===== src/rtl/hazard_stall_ctrl.sv =====
// Load-use, branch-operand and mul/div hazard detection for a 5-stage pipeline.
// Stall outputs are combinational; the load scoreboard, mul/div busy flag and stall counter are registered.
module hazard_stall_ctrl #(
  parameter int AW       = 5,
  parameter int LOAD_LAT = 1,
  parameter int CNT_W    = 16
) (
  input  logic             clk,
  input  logic             rst_n,
  input  logic             id_valid,
  input  logic [5:0]       id_op,
  input  logic [5:0]       id_func,
  input  logic [AW-1:0]    id_rs,
  input  logic [AW-1:0]    id_rt,
  input  logic             id_use_rs,
  input  logic             id_use_rt,
  input  logic             ex_valid,
  input  logic             ex_memread,
  input  logic             ex_regwrite,
  input  logic [AW-1:0]    ex_dst,
  input  logic             md_done,
  input  logic             flush,
  output logic             pc_write,
  output logic             if_id_write,
  output logic             ctrl_pass,
  output logic             md_start,
  output logic             md_busy,
  output logic             stall_active,
  output logic [CNT_W-1:0] stall_cnt
);

  logic is_br_rsrt;
  logic is_br;
  logic is_md;
  logic rs_chk;
  logic rt_chk;
  logic ex_hit;
  logic ex_load_hit;
  logic ex_alu_hit;
  logic load_alu_hit;
  logic load_br_hit;
  logic md_hazard;
  logic stall;
  logic unused_func_bits;

  logic             slot_v_reg   [1:LOAD_LAT];
  logic [AW-1:0]    slot_d_reg   [1:LOAD_LAT];
  logic             slot_hit     [1:LOAD_LAT];
  logic             md_busy_reg;
  logic [CNT_W-1:0] stall_cnt_reg;

  // Decode: branches resolved in ID versus everything else.
  assign is_br_rsrt = (id_op[5:1] == 5'b00010);
  assign is_br      = is_br_rsrt
                    | (id_op[5:2] == 4'b0001)
                    | (id_op == 6'b000001)
                    | ((id_op == 6'b000000) & (id_func[5:3] == 3'b001));
  assign is_md      = (id_op == 6'b000000)
                    & ((id_func[5:3] == 3'b010) | (id_func[5:3] == 3'b011));
  assign unused_func_bits = ^id_func[2:0];

  // rs-only branches ignore rt even if the decoder flags it; $0 never hazards.
  assign rs_chk = id_use_rs & (id_rs != '0);
  assign rt_chk = id_use_rt & (id_rt != '0) & (is_br_rsrt | ~is_br);

  assign ex_hit      = ex_valid & (ex_dst != '0)
                     & ((rs_chk & (id_rs == ex_dst)) | (rt_chk & (id_rt == ex_dst)));
  assign ex_load_hit = ex_hit & ex_memread;
  assign ex_alu_hit  = ex_hit & ex_regwrite & ~ex_memread;

  for (genvar gi = 1; gi <= LOAD_LAT; gi++) begin : g_slot
    assign slot_hit[gi] = slot_v_reg[gi]
                        & ((rs_chk & (id_rs == slot_d_reg[gi]))
                         | (rt_chk & (id_rt == slot_d_reg[gi])));
  end

  // ALU consumers wait until age LOAD_LAT; branches also wait out that age.
  always_comb begin
    load_alu_hit = ex_load_hit;
    load_br_hit  = ex_load_hit;
    for (int a = 1; a <= LOAD_LAT; a++) begin
      if (slot_hit[a]) begin
        load_br_hit = 1'b1;
        if (a < LOAD_LAT) load_alu_hit = 1'b1;
      end
    end
  end

  assign md_hazard = is_md & md_busy_reg & ~md_done;
  assign stall     = id_valid & ~flush
                   & ((~is_br & load_alu_hit)
                    | (is_br & (load_br_hit | ex_alu_hit))
                    | md_hazard);

  assign pc_write     = ~stall;
  assign if_id_write  = ~stall;
  assign ctrl_pass    = ~stall;
  assign stall_active = stall;
  assign md_start     = id_valid & ~flush & is_md & ~stall;
  assign md_busy      = md_busy_reg;
  assign stall_cnt    = stall_cnt_reg;

  always_ff @(posedge clk or negedge rst_n) begin
    if (!rst_n) begin
      for (int k = 1; k <= LOAD_LAT; k++) begin
        slot_v_reg[k] <= 1'b0;
        slot_d_reg[k] <= '0;
      end
    end else begin
      slot_v_reg[1] <= ex_valid & ex_memread & (ex_dst != '0);
      slot_d_reg[1] <= ex_dst;
      for (int k = 2; k <= LOAD_LAT; k++) begin
        slot_v_reg[k] <= slot_v_reg[k-1];
        slot_d_reg[k] <= slot_d_reg[k-1];
      end
    end
  end

  // A new issue wins over a completion landing in the same cycle.
  always_ff @(posedge clk or negedge rst_n) begin
    if (!rst_n) begin
      md_busy_reg <= 1'b0;
    end else if (md_start) begin
      md_busy_reg <= 1'b1;
    end else if (md_done) begin
      md_busy_reg <= 1'b0;
    end
  end

  always_ff @(posedge clk or negedge rst_n) begin
    if (!rst_n) begin
      stall_cnt_reg <= '0;
    end else if (stall && (stall_cnt_reg != '1)) begin
      stall_cnt_reg <= stall_cnt_reg + CNT_W'(1);
    end
  end

endmodule


===== config.mk =====
export PLATFORM = sky130hd
export DESIGN_NAME = hazard_stall_ctrl
export DESIGN_NICKNAME = d
export VERILOG_FILES = /design/src/rtl/hazard_stall_ctrl.sv
export SDC_FILE = /design/constraint.sdc
export NUM_CORES = 1
export LEC_CHECK = 0
export CORE_MARGIN = 2
export CORE_UTILIZATION = 37
export CTS_CLUSTER_SIZE = 30
export DETAILED_ROUTE_END_ITERATION = 8
export PLACE_DENSITY = 0.73
export SLEW_MARGIN = 20
export SYNTH_ARGS = -nofsm -noshare
export SYNTH_HDL_FRONTEND = slang
export SYNTH_SLANG_ARGS = --single-unit

===== constraint.sdc =====
create_clock -name clk -period 3.45 [get_ports clk]
set_input_delay 0.69 -clock clk [delete_from_list [all_inputs] [get_ports clk]]
set_output_delay 0.69 -clock clk [all_outputs]
set_load 0.01 [all_outputs]

# Word level (Yosys, flattened, before mapping)
# Cells that the tools add are included.
[totals]
ramBits = 0
wordCells = 65
output_inout_bits = 22
latch_bits = 0
mem_bits_ro = 0
regBits = 23
n_memories = 0
inputBits = 37
[op_classes]
n_mul = 0
bitwise = 40
reduce_logical = 6
muxes = 3
n_shift = 0
magnitude_cmp = 0
div = 0
n_addsub = 1
eq_ne = 11
[op_table]
columns = ["operator", "n"]
rows = [
  ["AND 1 bit", 25],
  ["equality test 5 bit", 4],
  ["adder 16 x 1 -> 16 bit (second input constant)", 1],
  ["inequality test 16 bit (second input constant)", 1],
  ["nonzero test 5 bit", 3],
  ["bitwise OR 1 bit", 10],
  ["equality test 3 x 2 -> 1 bit (second input constant)", 2],
  ["equality test 6 x 1 -> 1 bit (second input constant)", 1],
  ["logical NOT 6 bit", 1],
  ["equality test 5 x 2 -> 1 bit (second input constant)", 1],
  ["inverter 1 bit", 5],
  ["equality test 4 x 1 -> 1 bit (second input constant)", 1],
  ["equality test 3 x 1 -> 1 bit (second input constant)", 1],
  ["two-way mux 1 bit", 3],
  ["nonzero test 2 bit", 1],
  ["logical AND 1 bit", 1],
]

# Logic depth before layout (Yosys ltp)
# Gate-level depths: netlist of the first run.
[depth]
word_depth = 20
mapped_depth = 9
depth_no_buf = 7

# Least setup slack after synthesis of the first run
# No wires, ideal clock.
[synth_timing]
path_kind = "in2out"
start = "input port id_func[3]"
end = "output port if_id_write"
required_ps = 2760
cell_stages = 9
path_buffers = 3
slack_ps = 206
arrival_time_ps = 2554
cell_sequence = "nor4b_1 o31a_1 a2111o_1 a211o_1 o221a_2 buf_6 buf_6 nand2b_1 buf_4"
[synth_between]
elab_chain_cells = 17
elab_cells_between_ends = 29
cone_classes = "eq/ne (3); mux (1); bitwise (25)"
[synth_lines]
columns = ["element", "line", "rtl"]
rows = [
  ["from (decl)", "12", "input logic [5:0] id_func,"],
  ["equality test 3 x 1 -> 1 bit", "57", "| ((id_op == 6'b000000) & (id_func[5:3] == 3'b001));"],
  ["AND 1 bit", "57", ""],
  ["bitwise OR 1 bit", "57", ""],
  ["inverter 1 bit", "64, 91", ""],
  ["bitwise OR 1 bit", "64", "assign rt_chk = id_use_rt & (id_rt != '0) & (is_br_rsrt | ~is_br);"],
  ["AND 1 bit", "64", ""],
  ["AND 1 bit", "67", "& ((rs_chk & (id_rs == ex_dst)) | (rt_chk & (id_rt == ex_dst)));"],
  ["bitwise OR 1 bit", "67", ""],
  ["AND 1 bit", "67", ""],
  ["AND 1 bit (on tied branches)", "68, 69", ""],
  ["two-way mux 1 bit or AND 1 bit (tied branches)", "82, 69", ""],
  ["bitwise OR 1 bit", "92", "| (is_br & (load_br_hit | ex_alu_hit))"],
  ["AND 1 bit", "92", ""],
  ["bitwise OR 1 bit", "92", ""],
  ["bitwise OR 1 bit (*)", "93", "| md_hazard);"],
  ["AND 1 bit (*)", "91", "& ((~is_br & load_alu_hit)"],
  ["inverter 1 bit (*)", "-", ""],
  ["to (decl)", "24", "output logic if_id_write,"],
]
# Every way passes the cells marked *; elsewhere a longest branch is shown, timed or not.

# Worst setup path in the final report of the first run
[layout_timing]
start = "input port id_op[0]"
end = "output port md_start"
[layout_between]
elab_chain_cells = 18
elab_cells_between_ends = 30
cone_classes = "eq/ne (1); mux (1); bitwise (27); reduce/logical (1)"
[layout_lines]
columns = ["element", "line", "rtl"]
rows = [
  ["from (decl)", "11", "input logic [5:0] id_op,"],
  ["equality test 6 x 1 -> 1 bit or logical NOT 6 bit (tied branches)", "56, 57, 58", ""],
  ["bitwise OR 1 bit or AND 1 bit (tied branches)", "56, 57", ""],
  ["bitwise OR 1 bit", "57", ""],
  ["inverter 1 bit", "64, 91", ""],
  ["bitwise OR 1 bit", "64", ""],
  ["AND 1 bit", "64", ""],
  ["AND 1 bit", "67", ""],
  ["bitwise OR 1 bit", "67", ""],
  ["[2 not listed]", "-", ""],
  ["two-way mux 1 bit or AND 1 bit (tied branches)", "82, 69", ""],
  ["bitwise OR 1 bit", "92", ""],
  ["AND 1 bit", "92", ""],
  ["bitwise OR 1 bit", "92", ""],
  ["bitwise OR 1 bit", "93", ""],
  ["AND 1 bit", "91", ""],
  ["inverter 1 bit", "99", "assign md_start = id_valid & ~flush & is_md & ~stall;"],
  ["AND 1 bit (*)", "99", ""],
  ["to (decl)", "26", "output logic md_start,"],
]
# Marked as above.

==> flow_summary.yaml, run 1 <==
run_status:
  status: "completed"
critical_path:
  crit_chain: "clkdlybuf4s50_1 -> nor2b_1 -> o31a_1 -> a2111o_1 -> a211o_1 -> o221a_4 -> nand2_2 -> inv_1 -> dlygate4sd2_1"
  critPathKind: "in -> out"
  critPathLaunchType: "primary input"
  crit-reg2reg-launch: "stall_cnt[0]$_DFFE_PN0P_"
  reg2regPathDepth: 7
  worstPathMaxFanout: 3
  r2r_setup_slack_ns: 1.24
  end_kind: "primary output"
  crit_buf_inv: 3
  cp_data_arrival_time_ns: 2.72
  max_stage_delay_ns: 0.42
  cp_slowest_cell: "clkdlybuf4s50_1"
  r2r_end: "stall_cnt[1]$_DFFE_PN0P_"
  worst_ep_required_time_ns: 2.76
  crit_family: "compound AO/OA/AOI/OAI gates"
pwr:
  p_leak_nw: 1.00
  power_density_nw_per_um2: 252
  power_uw: 559
  max-vdd-ir-drop_v: 0.000309
final_layout:
  diodes: 0
  areaGrowthSynthToFinish_pct: 56.6
  multi_input_area_um2: 827
  largest_register_ff_count: 16
  fillCellCount: 333
  final_nets: 259
  drive_gt1_frac: 0.214
  regArea_um2: 576
  post-route-util: 0.605
die:
  core_area_um2: 3660
  row_count: 22
  floorplan.initialDensity: 0.386
  dieArea_um2: 4330
  die_height_um: 65.8
  pin_count: 59
  fp.dieW_um: 65.8
routing:
  drt-total-wl_um: 3570
  ant_nets: 0
  remaining_drc_errors: 0
  viasPerCell: 4.90
  dr.pass1.iters: 4
  wire_per_inst_um: 13.3
  drt_first_iter_violations: 38
  num_vias: 1313
timing:
  slew_viol_final: 0
  hold_ws_ns: 0.379
  max_freq_mhz: 293
  rsz0062_at_grt: "true"
  worstMarginPinSlew_ns: 0.504
  final-hold-violation-count: 0
  min_period_ns: 3.41
  fin_crit_sh: 0.989
  worst_slack_ns: 0.0377
  max-slew-margin-rel: 0.664
  clock_skew_ns: 0.00388
  setup_violations: 0
global_routing:
  grt_pass1_vias: 1377
  grt_pass1_wl_um: 6190
  overflow: 0
  track_usage: 0.184
  grt_antenna_before_repair: 0
  grt_max_degree: 24
cts:
  insertion_delay_ns: 0.27
  cts_setup_buffers: 0
  clock_sinks: 23
  cts_root_buf: "clkbuf_8"
  cts_tree: "built"
  clkTransAtPathRegs_ns: 0.08
  cts_buffer_depth: 2
  htreeDepth: 1
  cts_buffers: 3
worst_hold_path:
  hold_class: "in -> async"
synth:
  synthTopCellsByCount: "dfrtp_1, xor2_1, xnor2_1"
  synthDominantCellAreaShare: 0.407
  yosysMostFrequentCell: "dfrtp_1"
  synth_edf_count: 0
  synth_nets: 180
  syn-instance-count: 142
  ys_seq_area_frac: 0.407
  async_reset_ff_frac: 1.00
  yosys_warnings: 0
  synth_cell_types: 31
  yosysTopAreaCell: "dfrtp_1"
  avgSynthCellArea_um2: 9.96
  synth_area_um2: 1410
  ys_ff_latch: 23
  synth.top_cells.by_area: "dfrtp_1, xor2_1, xnor2_1, nand2_1, nor3_2"
  synth_ff_type: "dfrtp_1"
placed_design:
  io_buffers: 55
  gp_congestion: 0.805
  place_ws_ns: -0.470
  hpwlAfterDp_um: 2900
flow_run:
  maxCapViolCount: 0
cell usage in the layout (no fill, tap or decap), types with 4 or more instances in the layout:
master,count
nor3_2,5
or4_1,4
xor2_1,18
nand2_1,13
clkdlybuf4s50_1,41
and3_1,4
xnor2_1,16
nor2_1,7
nor3_1,5
nand3_1,6
buf_2,4
dlygate4sd2_1,8
inv_1,4
dfrtp_1,23
nand4_1,4
buf_4,23
stage by stage:
stage	setup TNS, ns	std cells	instance area, µm²
floorplan	0	142	1410
global placement	-1.98	264	2160
detailed placement	-2.04	264	2160
CTS	0	268	2220
global route	-0.0256	268	2210
finish	0	268	2210
timing repair:
action                                  CTS  global route
pin swaps                                 3             1
gates cloned                              0             0
resized for setup                        25             9
hold buffers                              0             0
endpoints found under the setup margin    5             5
endpoints found under the hold margin     0             0
cell type report:
| type | count | share of cell area |
|---|---|---|
| Tap cell | 48 | 0.0271 |
| Clock inverter | 1 | 0.00226 |
| Clock buffer | 3 | 0.0186 |
| Timing Repair Buffer | 78 | 0.312 |
| Sequential cell | 23 | 0.260 |
| Inverter | 4 | 0.00678 |
| Multi-Input combinational cell | 111 | 0.373 |
worst max path at each step:
stage / start / depth (start not counted) / end / slack [ns]
global route: id_rt[2] / 9 / md_start / -0.03
CTS: id_op[0] / 8 / if_id_write / 0.004
floorplan: id_func[3] / 9 / if_id_write / 0.21
detailed placement: id_op[1] / 9 / stall_active / -0.47
finish: id_op[0] / 9 / md_start / 0.04
global placement: id_op[1] / 9 / stall_active / -0.46
per-layer routing:
metal  vias to the layer above  wire length (µm)  GRT usage
met5                         -                 0          0
met4                         0                34     0.0365
met3                         4               182     0.0460
met2                        33              1940      0.346
met1                       628              1410      0.209
li1                        648                 -          -
worst reg2reg max path: cells and delay by family, from the launching register on:
| family | cells | cell delay [ns] |
|---|---|---|
| fa+ha+maj | 1 | 0.20 |
| flops | 1 | 0.41 |
| mux | 1 | 0.29 |
| simple gates | 5 | 1.20 |
kinds of logic after synthesis:
| group | share of synthesized area |
|---|---|
| xor+xnor | 0.211 |
| mux | 0.0186 |
| simple gates | 0.272 |
| fa+ha+maj | 0.00885 |
| flops | 0.407 |
| buf+inv | 0.0372 |
| compound gates | 0.0460 |
where the power goes:
| part | internal [mW] | switching [mW] |
|---|---|---|
| registers | 0.275 | 0.00539 |
| clock network | 0.0807 | 0.0850 |
| logic | 0.0680 | 0.0447 |
(Power assumes the default switching activity.)
==> inputs of run 2 (changes only) <==
--- a/config.mk
+++ b/config.mk
@@ -10,7 +10,6 @@
 export CTS_CLUSTER_SIZE = 30
 export DETAILED_ROUTE_END_ITERATION = 8
 export PLACE_DENSITY = 0.73
-export SLEW_MARGIN = 20
 export SYNTH_ARGS = -nofsm -noshare
 export SYNTH_HDL_FRONTEND = slang
 export SYNTH_SLANG_ARGS = --single-unit
==> run 2 against run 1 <==
Via count unchanged. Worst setup slack about the same. Fmax unchanged. Clock skew about the same. Non-clock buffer count unchanged. Clock-buffer cell count unchanged. Sequential share of layout area down 0.059 points. Critical path depth unchanged. Critical endpoint unchanged. Largest power group unchanged.
==> flow_summary.yaml, run 2 (same netlist as run 1, synthesis figures left out) <==
timing:
  max_freq_mhz: 293
  setup_violations: 0
  setup-tns-final_ns: 0
  clock_skew_ns: 0.00387
  fin_crit_sh: 0.989
  final-hold-violation-count: 0
  rsz0062_at_grt: "true"
  slew_viol_final: 0
  max-slew-margin-rel: 0.331
  min_period_ns: 3.41
  hold_ws_ns: 0.490
  worstMarginPinSlew_ns: 1.00
die:
  row_count: 22
  core_area_um2: 3660
  die_height_um: 65.8
  fp.dieW_um: 65.8
  floorplan.initialDensity: 0.386
  dieArea_um2: 4330
  pin_count: 59
pwr:
  p_int_uw: 424
  power_density_nw_per_um2: 252
  p_sw_uw: 135
  netSwitchingFraction: 0.241
  p_seq_frac: 0.501
  p_clk_frac: 0.296
  p_comb_frac: 0.203
  p_leak_nw: 1.00
  max-vdd-ir-drop_v: 0.000309
routing:
  drt-total-wl_um: 3570
  viasPerCell: 4.90
  num_vias: 1313
  remaining_drc_errors: 0
  ant_nets: 0
  wire_per_inst_um: 13.3
  dr.pass1.iters: 4
  drt_first_iter_violations: 38
final_layout:
  final_nets: 259
  fillCellCount: 333
  areaGrowthSynthToFinish_pct: 57.0
  design_area_um2: 2220
  final_common_cell: "clkdlybuf4s50_1"
  drive_gt1_frac: 0.209
  final_cell_mix: "clkdlybuf4s50_1, dfrtp_1, buf_4"
  post-route-util: 0.606
  multi_input_area_um2: 827
  regArea_um2: 576
  instances_no_fill: 268
  diodes: 0
  largest_register_ff_count: 16
placed_design:
  placed_area_um2: 2160
  place_inst: 264
  gp_congestion: 0.805
  hpwlAfterDp_um: 2900
  io_buffers: 55
cts:
  cts_setup_buffers: 0
  cts_buffer_depth: 2
  cts_tree: "built"
  insertion_delay_ns: 0.27
  htreeDepth: 1
  cts_root_buf: "clkbuf_8"
  clock_sinks: 23
  cts_buffers: 3
  clkTransAtPathRegs_ns: 0.08
critical_path:
  worst_ep_required_time_ns: 2.76
  crit_start: "id_op[0]"
  crit_path_end: "md_start"
  worstPathMaxFanout: 3
  reg2regPathDepth: 7
  r2r_setup_slack_ns: 1.24
  critPathKind: "in -> out"
  crit-reg2reg-launch: "stall_cnt[0]$_DFFE_PN0P_"
  critPathLaunchType: "primary input"
  r2r_end: "stall_cnt[1]$_DFFE_PN0P_"
  end_kind: "primary output"
  cp_data_arrival_time_ns: 2.72
worst_hold_path:
  hold_class: "reg -> reg"
global_routing:
  grt_antenna_before_repair: 0
  grt_max_degree: 24
  grt_pass1_wl_um: 6190
  overflow: 0
  track_usage: 0.184
  grt_pass1_vias: 1377
run_status:
  status: "completed"
flow_run:
  maxCapViolCount: 0
run 2: critical path, cell delays in order:
cell,delay [ns]
clkdlybuf4s50_1,0.42
nor2b_1,0.14
o31a_1,0.29
a2111o_1,0.40
a211o_1,0.27
o221a_4,0.13
nand2_2,0.06
inv_1,0.03
dlygate4sd2_1,0.27
run 2: final cells by class:
class                           instances  area share
Tap cell                               48      0.0271
Clock inverter                          1     0.00225
Multi-Input combinational cell        111       0.373
Sequential cell                        23       0.259
Clock buffer                            3      0.0186
Timing Repair Buffer                   78       0.313
Inverter                                4     0.00676
run 2: layer usage:
layer / vias to the layer above / part of all wire / GRT usage
met5: - / 0 / 0
met4: 0 / 0.0095 / 0.0365
met3: 4 / 0.051 / 0.0460
met2: 33 / 0.54 / 0.346
met1: 628 / 0.40 / 0.209
li1: 648 / - / -
run 2: power by group through the flow:
stage                     logic [mW]  registers [mW]  clock network [mW]
after floorplan               0.0334           0.286                   0
after global placement         0.110           0.285                   0
after detailed placement       0.113           0.286                   0
after CTS                      0.112           0.280               0.173
after global routing           0.123           0.281               0.188
final                          0.113           0.280               0.166
run 2: worst min path at each step:
| stage | start | endpoint | slack [ns] | depth (start not counted) |
|---|---|---|---|---|
| finish | stall_cnt[8]$_DFFE_PN0P_ | stall_cnt[8]$_DFFE_PN0P_ | 0.49 | 1 |
| global route | stall_cnt[13]$_DFFE_PN0P_ | stall_cnt[13]$_DFFE_PN0P_ | 0.52 | 1 |
| CTS | stall_cnt[13]$_DFFE_PN0P_ | stall_cnt[13]$_DFFE_PN0P_ | 0.49 | 1 |
| detailed placement | stall_cnt[13]$_DFFE_PN0P_ | stall_cnt[13]$_DFFE_PN0P_ | 0.48 | 1 |
| global placement | stall_cnt[11]$_DFFE_PN0P_ | stall_cnt[11]$_DFFE_PN0P_ | 0.48 | 1 |
| floorplan | rst_n | md_busy$_DFFE_PN0P_ | 0.39 | 0 |
run 2: what timing repair did:
action	in CTS	in global routing
gates resized for setup	25	9
hold buffers	0	0
hold endpoints to repair	0	0
setup endpoints to repair	5	5
pin swaps	3	1
run 2: through the flow:
step	setup slack [ns]	total power, mW
detailed placement	-0.470	0.399
global placement	-0.465	0.396
finish	0.0377	0.559
floorplan	0.206	0.319
global route	-0.0256	0.592
CTS	0.00403	0.566
==> inputs of run 3 (changes only) <==
--- a/config.mk
+++ b/config.mk
@@ -5,6 +5,7 @@
 export SDC_FILE = /design/constraint.sdc
 export NUM_CORES = 1
 export LEC_CHECK = 0
+export CAP_MARGIN = 20
 export CORE_MARGIN = 2
 export CORE_UTILIZATION = 37
 export CTS_CLUSTER_SIZE = 30
==> run 3 against run 2 <==
Power increased by 0.78%. Sequential share of layout area shrank 0.32 points. Sequential power about the same. Clock power about the same. First-iteration DRC count increased by 21%. Worst setup slack about the same. Die area stayed put. Largest cell class unchanged. Sequential cell count stayed put. Via count shrank 0.46%.
==> flow_summary.yaml, run 3 (same netlist as run 1, synthesis figures left out) <==
timing:
  clock_skew_ns: 0.00369
  setup-tns-final_ns: 0
  hold_ws_ns: 0.490
  final-hold-violation-count: 0
  setup_violations: 0
  min_period_ns: 3.41
  worstMarginPinSlew_ns: 0.433
  max-slew-margin-rel: 0.710
  slew_viol_final: 0
  fin_crit_sh: 0.989
  max_freq_mhz: 293
  rsz0062_at_grt: "true"
  worst_slack_ns: 0.0376
die:
  core_area_um2: 3660
  row_count: 22
  fp.dieW_um: 65.8
  die_height_um: 65.8
  floorplan.initialDensity: 0.386
  dieArea_um2: 4330
  pin_count: 59
global_routing:
  grt_pass1_wl_um: 6190
  grt_pass1_vias: 1377
  grt_max_degree: 24
  overflow: 0
  track_usage: 0.184
  grt_antenna_before_repair: 0
final_layout:
  instances_no_fill: 269
  design_area_um2: 2250
  areaGrowthSynthToFinish_pct: 58.9
  fillCellCount: 331
  final_nets: 260
  largest_register_ff_count: 16
  final_cell_mix: "clkdlybuf4s50_1, dfrtp_1, buf_4"
  final_common_cell: "clkdlybuf4s50_1"
  drive_gt1_frac: 0.213
  multi_input_area_um2: 827
  regArea_um2: 576
  diodes: 0
cts:
  cts_tree: "built"
  htreeDepth: 1
  cts_setup_buffers: 0
  clkTransAtPathRegs_ns: 0.08
  cts_buffer_depth: 2
  cts_buffers: 3
  insertion_delay_ns: 0.27
  cts_root_buf: "clkbuf_8"
  clock_sinks: 23
placed_design:
  place_inst: 264
  place_ws_ns: -0.470
  io_buffers: 55
  gp_congestion: 0.805
  placed_area_um2: 2160
  hpwlAfterDp_um: 2900
critical_path:
  end_kind: "primary output"
  crit_chain: "clkdlybuf4s50_1 -> nor2b_1 -> o31a_1 -> a2111o_1 -> a211o_1 -> o221a_4 -> nand2_2 -> inv_1 -> dlygate4sd2_1"
  worst_ep_required_time_ns: 2.76
  crit_buf_inv: 3
  path_depth: 9
  worstPathMaxFanout: 3
  critPathLaunchType: "primary input"
  crit_family: "compound AO/OA/AOI/OAI gates"
  max_stage_delay_ns: 0.42
  cp_slowest_cell: "clkdlybuf4s50_1"
  reg2regPathDepth: 7
  cp_data_arrival_time_ns: 2.72
  critPathKind: "in -> out"
worst_hold_path:
  hold_depth: 1
  hold_class: "reg -> reg"
routing:
  remaining_drc_errors: 0
  wire_per_inst_um: 13.3
  dr.pass1.iters: 4
  viasPerCell: 4.86
  num_vias: 1307
  drt_first_iter_violations: 46
  ant_nets: 0
  drt-total-wl_um: 3590
pwr:
  max-vdd-ir-drop_v: 0.000310
  p_int_uw: 427
  p_comb_frac: 0.208
  p_leak_nw: 1.01
  netSwitchingFraction: 0.242
  p_sw_uw: 136
  power_density_nw_per_um2: 251
  p_seq_frac: 0.497
  p_clk_frac: 0.295
run_status:
  status: "completed"
flow_run:
  maxCapViolCount: 0
==> run 3: cell types whose count changed in the layout (fill, tap and decap cells not counted) <==
cell / delta
buf_16: +1
==> run 3: power by group through the flow <==
| stage | clock network (mW) | registers (mW) | logic, mW |
|---|---|---|---|
| 6_report | 0.166 | 0.280 | 0.117 |
| 5_1_grt | 0.188 | 0.281 | 0.127 |
| 4_1_cts | 0.173 | 0.280 | 0.112 |
| 3_5_place_dp | 0 | 0.286 | 0.113 |
| 3_3_place_gp | 0 | 0.285 | 0.110 |
| 2_1_floorplan | 0 | 0.286 | 0.0334 |
==> run 3: timing repair <==
| action | CTS | global route |
|---|---|---|
| hold buffers | 0 | 0 |
| gates resized for setup | 25 | 9 |
| setup endpoints to repair | 5 | 5 |
| pin swaps | 3 | 1 |
==> run 3: stage by stage <==
step	utilization	power, mW
3_3_place_gp	0.590	0.396
5_1_grt	0.614	0.597
2_1_floorplan	-	0.319
6_report	0.614	0.564
4_1_cts	0.605	0.566
3_5_place_dp	0.590	0.399
==> run 3: cell type report <==
cell class / count / share of cell area
well taps: 48 / 0.0267
multi-input cells: 111 / 0.368
inverters: 4 / 0.00668
clock buffers: 3 / 0.0184
repair buffers: 79 / 0.322
flip-flops and latches: 23 / 0.256
clock inverters: 1 / 0.00223
==> run 3: layer usage <==
layer	GRT usage	share of wire	up-vias
met5	0	0	-
met4	0.0365	0.0095	0
met3	0.0460	0.047	4
met2	0.346	0.54	29
met1	0.209	0.40	624
li1	-	-	650
==> run 3: final timing paths <==
path | start | to | slack (ns)
worst max-delay path | id_op[0] | md_start | 0.04
worst min-delay path | stall_cnt[8]$_DFFE_PN0P_ | stall_cnt[8]$_DFFE_PN0P_ | 0.49
worst max register to register | stall_cnt[0]$_DFFE_PN0P_ | stall_cnt[1]$_DFFE_PN0P_ | 1.21
worst min register to register | stall_cnt[8]$_DFFE_PN0P_ | stall_cnt[8]$_DFFE_PN0P_ | 0.49
max in group asynchronous | rst_n | slot_d_reg[3]$_DFF_PN0_ | 2.30
min in group asynchronous | rst_n | stall_cnt[13]$_DFFE_PN0P_ | 0.72
